--- src/rtl/umi_target_regbank.sv ---
// UMI target register bank: decodes single UMI requests from the debug
// initiator and executes them against a local bank of 36-bit registers.
// The local side gets a combinational read port, a write notification
// and a busy input that turns requests into retries.
module umi_target_regbank #(
    parameter int                 ADDR_W   = 4,
    parameter logic [15-ADDR_W:0] BASE     = 12'h000,
    parameter int                 WAIT_CYC = 2
) (
    input  logic              umi_clk,
    input  logic              rstn,
    input  logic [17:0]       umi_addr,
    input  logic [35:0]       umi_wdata,
    input  logic [1:0]        umi_size,
    input  logic              umi_wr_n,
    input  logic              umi_burst,
    input  logic              umi_lock,
    input  logic              umi_rdy,
    output logic [35:0]       umi_rdata,
    output logic              umi_ack,
    output logic              umi_retry,
    output logic              umi_err,
    input  logic              loc_busy,
    input  logic [ADDR_W-1:0] loc_rd_idx,
    output logic [35:0]       loc_rd_data,
    output logic              loc_wr_stb,
    output logic [ADDR_W-1:0] loc_wr_idx
);

    localparam int NREG = 2**ADDR_W;

    typedef enum logic [1:0] {IDLE, WAIT, RESP, DRAIN} state_t;

    state_t            state, state_nxt;
    logic [3:0]        wait_cnt;
    logic [17:0]       cap_addr;
    logic [35:0]       cap_wdata;
    logic [1:0]        cap_size;
    logic              cap_wr_n;
    logic              cap_burst;
    logic [35:0]       bank [NREG];
    logic [ADDR_W-1:0] cap_idx;
    logic [1:0]        cap_lane;
    logic              misalign;
    logic              dec_err;
    logic              commit;
    logic [35:0]       wr_mask;
    logic [35:0]       wr_data;
    logic              unused_lock;

    // Locked transfers carry no meaning for a register target.
    assign unused_lock = umi_lock;

    assign cap_idx  = cap_addr[ADDR_W+1:2];
    assign cap_lane = cap_addr[1:0];
    assign misalign = ((cap_size == 2'b01) && cap_lane[0]) ||
                      (cap_size[1] && (cap_lane != 2'b00));
    assign dec_err  = cap_burst || (cap_addr[17:ADDR_W+2] != BASE) || misalign;

    assign loc_rd_data = bank[loc_rd_idx];

    // State register.
    always_ff @(posedge umi_clk or negedge rstn) begin
        if (!rstn) begin
            state <= IDLE;
        end else begin
            // NOTE: sequential state always uses <= so every flop samples pre-edge values.
            state <= state_nxt;
        end
    end

    // Capture the request once in IDLE and count down the wait states.
    always_ff @(posedge umi_clk or negedge rstn) begin
        if (!rstn) begin
            wait_cnt  <= '0;
            cap_addr  <= '0;
            cap_wdata <= '0;
            cap_size  <= '0;
            cap_wr_n  <= 1'b1;
            cap_burst <= 1'b0;
        end else if ((state == IDLE) && umi_rdy) begin
            wait_cnt  <= 4'(WAIT_CYC);
            cap_addr  <= umi_addr;
            cap_wdata <= umi_wdata;
            cap_size  <= umi_size;
            cap_wr_n  <= umi_wr_n;
            cap_burst <= umi_burst;
        end else if (state == WAIT) begin
            wait_cnt <= wait_cnt - 4'd1;
        end
    end

    // Lane mask and lane-aligned write data for the captured size/address.
    always_comb begin
        // NOTE: defaults first so no path leaves a variable unassigned (no latch).
        wr_mask = '0;
        wr_data = '0;
        case (cap_size)
            2'b00: begin
                wr_mask = 36'hFF << {cap_lane, 3'b000};
                wr_data = {28'd0, cap_wdata[7:0]} << {cap_lane, 3'b000};
            end
            2'b01: begin
                wr_mask = 36'hFFFF << {cap_lane[1], 4'b0000};
                wr_data = {20'd0, cap_wdata[15:0]} << {cap_lane[1], 4'b0000};
            end
            2'b10: begin
                wr_mask = {4'h0, 32'hFFFF_FFFF};
                wr_data = {4'h0, cap_wdata[31:0]};
            end
            default: begin
                wr_mask = '1;
                wr_data = cap_wdata;
            end
        endcase
    end

    // Next state and response outputs; everything is quiet outside RESP.
    always_comb begin
        state_nxt  = state;
        umi_ack    = 1'b0;
        umi_err    = 1'b0;
        umi_retry  = 1'b0;
        umi_rdata  = '0;
        loc_wr_stb = 1'b0;
        loc_wr_idx = '0;
        commit     = 1'b0;
        case (state)
            IDLE: begin
                if (umi_rdy) state_nxt = (WAIT_CYC == 0) ? RESP : WAIT;
            end
            WAIT: begin
                if (!umi_rdy)              state_nxt = IDLE;
                else if (wait_cnt <= 4'd1) state_nxt = RESP;
            end
            RESP: begin
                state_nxt = DRAIN;
                umi_ack   = 1'b1;
                if (dec_err) begin
                    umi_err = 1'b1;
                end else if (loc_busy) begin
                    umi_retry = 1'b1;
                end else if (cap_wr_n) begin
                    umi_rdata = bank[cap_idx];
                end else begin
                    commit     = 1'b1;
                    loc_wr_stb = 1'b1;
                    loc_wr_idx = cap_idx;
                end
            end
            DRAIN: begin
                if (!umi_rdy) state_nxt = IDLE;
            end
            default: state_nxt = IDLE;
        endcase
    end

    // Register bank: lane-merged update at the end of a committing RESP cycle.
    always_ff @(posedge umi_clk or negedge rstn) begin
        if (!rstn) begin
            // NOTE: the bank is flops, not a RAM macro, so it can and must clear on reset.
            for (int i = 0; i < NREG; i++) bank[i] <= '0;
        end else if (commit) begin
            bank[cap_idx] <= (bank[cap_idx] & ~wr_mask) | (wr_data & wr_mask);
        end
    end

endmodule

--- config.mk ---
export PLATFORM = sky130hd
export DESIGN_NAME = umi_target_regbank
export DESIGN_NICKNAME = d
export VERILOG_FILES = /design/src/rtl/umi_target_regbank.sv
export SDC_FILE = /design/constraint.sdc
export NUM_CORES = 1
export LEC_CHECK = 0
export BUFFER_PORTS_ARGS = -buffer_cell sky130_fd_sc_hd__buf_2
export CORE_MARGIN = 2
export CORE_UTILIZATION = 30
export CTS_CLUSTER_DIAMETER = 100
export DETAILED_ROUTE_END_ITERATION = 16
export SYNTH_ARGS = -nofsm -noshare
export SYNTH_HDL_FRONTEND = slang
export SYNTH_SLANG_ARGS = --single-unit
--- constraint.sdc ---
create_clock -name umi_clk -period 3.2 [get_ports umi_clk]
set_clock_uncertainty 0.2 [all_clocks]
set_input_delay 0.64 -clock umi_clk [delete_from_list [all_inputs] [get_ports umi_clk]]
set_output_delay 0.64 -clock umi_clk [all_outputs]
set_load 0.01 [all_outputs]
## Word level (Yosys, flattened, before mapping)

Index checks and enable logic that the tools add are counted.

- Flip-flop bits (word level): 640
- Bits of input ports: 67

- $add $sub $neg: 1
- Magnitude comparators: 4
- Equality and inequality tests: 8
- Shift operators: 4
- Muxes and demuxes: 36
- Bitwise logic cells: 6
- Reductions and logical operators: 13

Operators by type and width:

| kind | number |
|---|---|
| bitwise mux 576 bit | 1 |
| 2-to-1 mux 36 bit | 9 |
| binary-select mux 36 bit (select 4 bit) | 2 |
| one-hot mux 36 bit (3 select lines) | 2 |
| demux 36 bit (select 4 bit) | 1 |
| AND 36 bit | 2 |
| inverter 36 bit | 1 |
| OR 36 bit | 1 |
| << shifter 16 x 5 -> 36 bit | 1 |
| << shifter 16 x 5 -> 36 bit (first input constant) | 1 |
| << shifter 8 x 5 -> 36 bit | 1 |
| << shifter 8 x 5 -> 36 bit (first input constant) | 1 |
| 2-to-1 mux 4 bit | 6 |
| nonzero test 12 bit | 1 |
| >= comparator 5 bit (second input constant) | 2 |
| 2-to-1 mux 1 bit | 10 |
| inverter 4 -> 5 bit | 2 |
| 2-to-1 mux 2 bit | 4 |
| one-hot mux 2 bit (4 select lines) | 1 |
| equality test 2 bit (second input constant) | 3 |
| less-than comparator 5 x 1 -> 1 bit (second input constant) | 1 |
| equality test 2 x 1 -> 1 bit (second input constant) | 2 |
| <= comparator 4 x 1 -> 1 bit (second input constant) | 1 |
| logical AND 1 bit | 4 |
| other kinds (7) | 12 |

## Depth between registers and ports, before layout

- Depth in word-level cells: 8
- Mapped depth: 13

## Worst setup path before layout

No wires, ideal clock.

- Path kind: input port to output port
- Start: input loc_rd_idx[0]
- End: output loc_rd_data[32]
- Data arrival time: 2,623 ps
- Path slack: -263 ps
- Stages: 5
- Buffers on the path: 3
- Cells stage by stage: buf_2 buf_2 buf_1 mux4_2 mux4_2

- Longest elaborated chain between the ends: 4

RTL lines:

| item | line | text |
|---|---|---|
| start, declared | 24 | `input logic [ADDR_W-1:0] loc_rd_idx,` |
| inverter 4 -> 5 bit (not written as such) | 60 | `assign loc_rd_data = bank[loc_rd_idx];` |
| binary-select mux 36 bit (select 4 bit) | 60 |  |
| 2-to-1 mux 36 bit (not written as such) (2 in a row) | 60 |  |
| end, declared | 25 | `output logic [35:0] loc_rd_data,` |

Every way passes these cells. The select of a mux whose other input is x is not followed.

## Final worst setup path

- Start: register cap_addr[2]
- End: output umi_rdata[24]

- Longest elaborated chain between the ends: 8

RTL lines:

| item | line | text |
|---|---|---|
| start, declared | 36 | `logic [17:0] cap_addr;` |
| start signal, assigned | 83 | `cap_addr <= umi_addr;` |
| inverter 4 -> 5 bit (not written as such) | 144 | `umi_rdata = bank[cap_idx];` |
| binary-select mux 36 bit (select 4 bit) | 144 |  |
| 2-to-1 mux 36 bit (not written as such) (2 in a row) | 144 |  |
| 2-to-1 mux 36 bit | 143 | `end else if (cap_wr_n) begin` |
| 2-to-1 mux 36 bit | 141 | `end else if (loc_busy) begin` |
| 2-to-1 mux 36 bit | 139 | `if (dec_err) begin` |
| 2-to-1 mux 36 bit | 128 | `case (state)` |
| end, declared | 19 | `output logic [35:0] umi_rdata,` |

Every way passes these cells. The select of a mux whose other input is x is not followed.

==> results by group <==
Outcome
  – Status: finished with violations
  – Failing checks: setup timing

Die
  – Row count: 124
  – IO Pins: 147
  – Die area: 118000 um2
  – Initial core utilization: 30.2%
  – Std-Cell Core Area: 114000 um2
  – Die height: 343 um
  – Die X: 343 um

Synthesis
  – Synth Area in Compound Gates: 14.3%
  – Synth Register Bits: 640
  – Ys async rst share: 100%
  – Post-synthesis adder-cell area fraction: 0.0727%
  – Avg Inst Size Synth: 11.0 um2
  – Post-Synth Simple-Gate Area: 11.7%
  – Syn Std Cell Area: 34400 um2
  – Post-synthesis mux area share: 23.3%
  – Syn Nets: 3189
  – Largest family of logic cells by synthesized area: multiplexers
  – Synth cell types: 77
  – EDFF count, synth: 0
  – Synth warnings: 0
  – Ys flop type: dfrtp_1
  – Post-synthesis cell count: 3120
  – Sequential area share after synthesis: 46.5%
  – Post-synthesis xor/xnor area fraction: 0.0509%

CTS
  – Total CTS buffers: 70
  – Clk sink count: 640
  – Clock Tree Buf Depth: 3
  – Worst-Skew Late Latency: 0.63 ns
  – CTS tree: done
  – Max H-tree Level: 3
  – Reg clk slew, reported paths: 0.06 ns
  – Root Buffer: clkbuf_16

Detailed routing
  – Drt wl/cell: 25.3 um
  – Via count: 27900
  – Highest routed layer: met5
  – Vias per cell: 5.60
  – Wire length on met3: 10100 um
  – Initial DRC count: 2889
  – Metal2 WL: 58400 um
  – Length of the first detailed-routing pass in iterations: 5
  – Routed wire length: 126000 um
  – Antenna-violating nets left: 0
  – Post-route DRC violation count: 0
  – Metal1 wirelength: 50900 um

Critical path
  – Max incr delay on CP: 0.53 ns
  – Critical path cell sequence: buf_12, buf_8, mux2i_1, a22o_1, a221oi_1, nor2_1, a211oi_4, buf_6
  – FF-to-FF Start: cap_addr[5]
  – CP max-delay cell: dfrtp_4
  – Arrival time at the worst endpoint: 2.76 ns
  – Crit end category: output pin
  – CP Max Fanout: 5
  – Critical Setup Path Class: reg -> out
  – Worst setup path startpoint: cap_addr[2]
  – CP required: 2.36 ns
  – Startpoint types: register

Timing
  – RSZ-0062 raised after global routing: yes
  – Worst slew pin tran: 1.30 ns
  – Final Hold Vio Count: 0
  – Final period utilization: 113%
  – Crit path time final: 3.60 ns
  – Slew Limit Fails: 0
  – Achievable Freq: 278 MHz
  – Setup ws final: -0.401 ns
  – Fin Hold WS: 0.0347 ns
  – Worst rel slew slack: 12.5%
  – Final setup violation count: 41

GRT
  – Global Route Usage Sum: 21.2%
  – Vias in the first global route: 27700
  – Initial antenna violation count: 7
  – Largest net degree at the start of global routing: 73
  – Grt total ovfl: 0
  – Global-route wire length before repair: 186000 um

Power and ir drop
  – Maximum vdd drop: 0.000428 V
  – Leakage Power: 0.0183 uW
  – Cell Pwr Density: 761 nW/um2

Layout
  – Fin area: 43000 um2
  – Fill cell count: 11000
  – Layout Nets: 3493
  – Share of layout cells above drive strength 1: 31.6%
  – Area Growth Syn to Fin: 24.9%

Place
  – Gpl congestion: 0.855
  – Port bufs: 145
  – Placed Area: 38600 um2
  – DP Wirelength: 83000 um

Hold path
  – Hold crit path type: in -> reg
  – Hold wc startpoint: umi_size[1]

Flow run
  – Max cap viols: 0
==> flip-flops by register name, indices dropped and copies added, names as in the netlist, named ones only <==
register and flops:
cap_addr 18, cap_wdata 36, cap_size 2, wait_cnt 4, bank 576, cap_wr_n 1, state 1, cap_burst 1
==> layout by cell type (no fill, tap or decap), types with 14 or more instances in the layout <==
| master | n |
|---|---|
| and3_1 | 22 |
| nand2_1 | 297 |
| buf_4 | 238 |
| buf_16 | 20 |
| o21ai_1 | 31 |
| nand3_1 | 19 |
| or3_1 | 15 |
| dfrtp_1 | 634 |
| buf_2 | 97 |
| clkbuf_16 | 80 |
| buf_6 | 70 |
| nand2b_1 | 14 |
| o22ai_1 | 16 |
| buf_12 | 60 |
| a211oi_2 | 18 |
| a22o_1 | 36 |
| mux4_2 | 222 |
| a21oi_1 | 324 |
| a22oi_1 | 17 |
| mux2_2 | 99 |
| mux2i_1 | 159 |
| clkbuf_1 | 21 |
| nor2_1 | 364 |
| nor2b_1 | 18 |
| o21ai_0 | 262 |
==> synthesized netlist by cell type, types with 17 or more instances <==
library cell  instances  area (um2)
dfrtp_1             639       16000
nor2_1              375        1410
a21oi_1             336        1680
nand2_1             298        1120
o21ai_0             262        1310
mux4_2              215        4840
mux2i_1             172        1720
clkbuf_1            149         559
mux2_2               99        1110
buf_2                73         365
a22o_1               36         315
o21ai_1              31         155
nand3_1              25         125
a211oi_1             24         180
a22oi_1              22         165
and3_1               22         138
o22ai_1              22         138
nor2b_1              20         125
or3_1                19         119
buf_1                18        67.6
buf_6                17         191
==> report_power, final <==
part           switching (uW)  internal [uW]
clock                    3440           5000
combinational            8830           6140
sequential                738           8580
total                   13000          19700
==> per-layer routing <==
| metal | vias to the layer above | track usage [%] |
|---|---|---|
| met2 | 1261 | 33.6 |
| met3 | 329 | 4.09 |
| met5 | - | 0 |
| met1 | 14200 | 27.6 |
| li1 | 12100 | - |
| met4 | 12 | 11.0 |
==> stage by stage <==
stage	TNS [ns]	utilization, %	worst slack, ns	cells	power [uW]
final	-12.24	37.7	-0.401	4989	32700
after global routing	-14.92	37.7	-0.456	4987	34000
after CTS	-13.64	37.3	-0.402	4970	31900
after detailed placement	-1.28	33.9	-0.0792	4791	22200
after global placement	-1.15	33.9	-0.0739	4791	22100
after floorplan	-0.315	-	-0.00874	3120	17200
==> worst paths after layout <==
check,to,slack [ns],depth (start not counted)
worst max-delay path,umi_rdata[24],-0.40,8
worst min register to register,bank[50],0.30,2
max in group asynchronous,bank[350],1.44,4
min in group asynchronous,bank[114],0.37,2
worst max register to register,bank[242],0.02,5
worst min-delay path,cap_size[1],0.03,3
==> critical path: cells and delay by family, from the launching register on <==
kind / cells / cell delay [ns]
compound gates: 3 / 0.87
flops: 1 / 0.53
simple gates: 1 / 0.15
buf+inv: 3 / 0.46
mux: 1 / 0.11
==> cell families after synthesis <==
| family | Yosys count |
|---|---|
| AND/OR/NAND/NOR | 874 |
| adder cells (fa/ha/maj) | 2 |
| buffers and inverters | 279 |
| XOR/XNOR | 2 |
| AO/OA/AOI/OAI | 824 |
| multiplexers | 499 |
| flip-flops | 640 |
==> timing repair <==
action                     4_1_cts  5_1_grt
pin swaps                       34       39
hold buffers                     2        0
setup endpoints to repair       71       51
hold endpoints to repair        34        0
cloned                          16        8
buffers inserted                42       12
gates resized for setup        182       63
==> final cells by class <==
cell class,instances,area [um2],share of cell area (%)
clock inverter,17,277,0.643
antenna,3,7.51,0.0174
tap,1512,1890,4.40
timing repair buffer,503,5160,12.0
sequential,640,16000,37.2
clock buffer,105,2060,4.78
inverter,8,30.0,0.0698
multi-input combinational,2201,17600,40.9
Power figures use the tool's default switching activity.
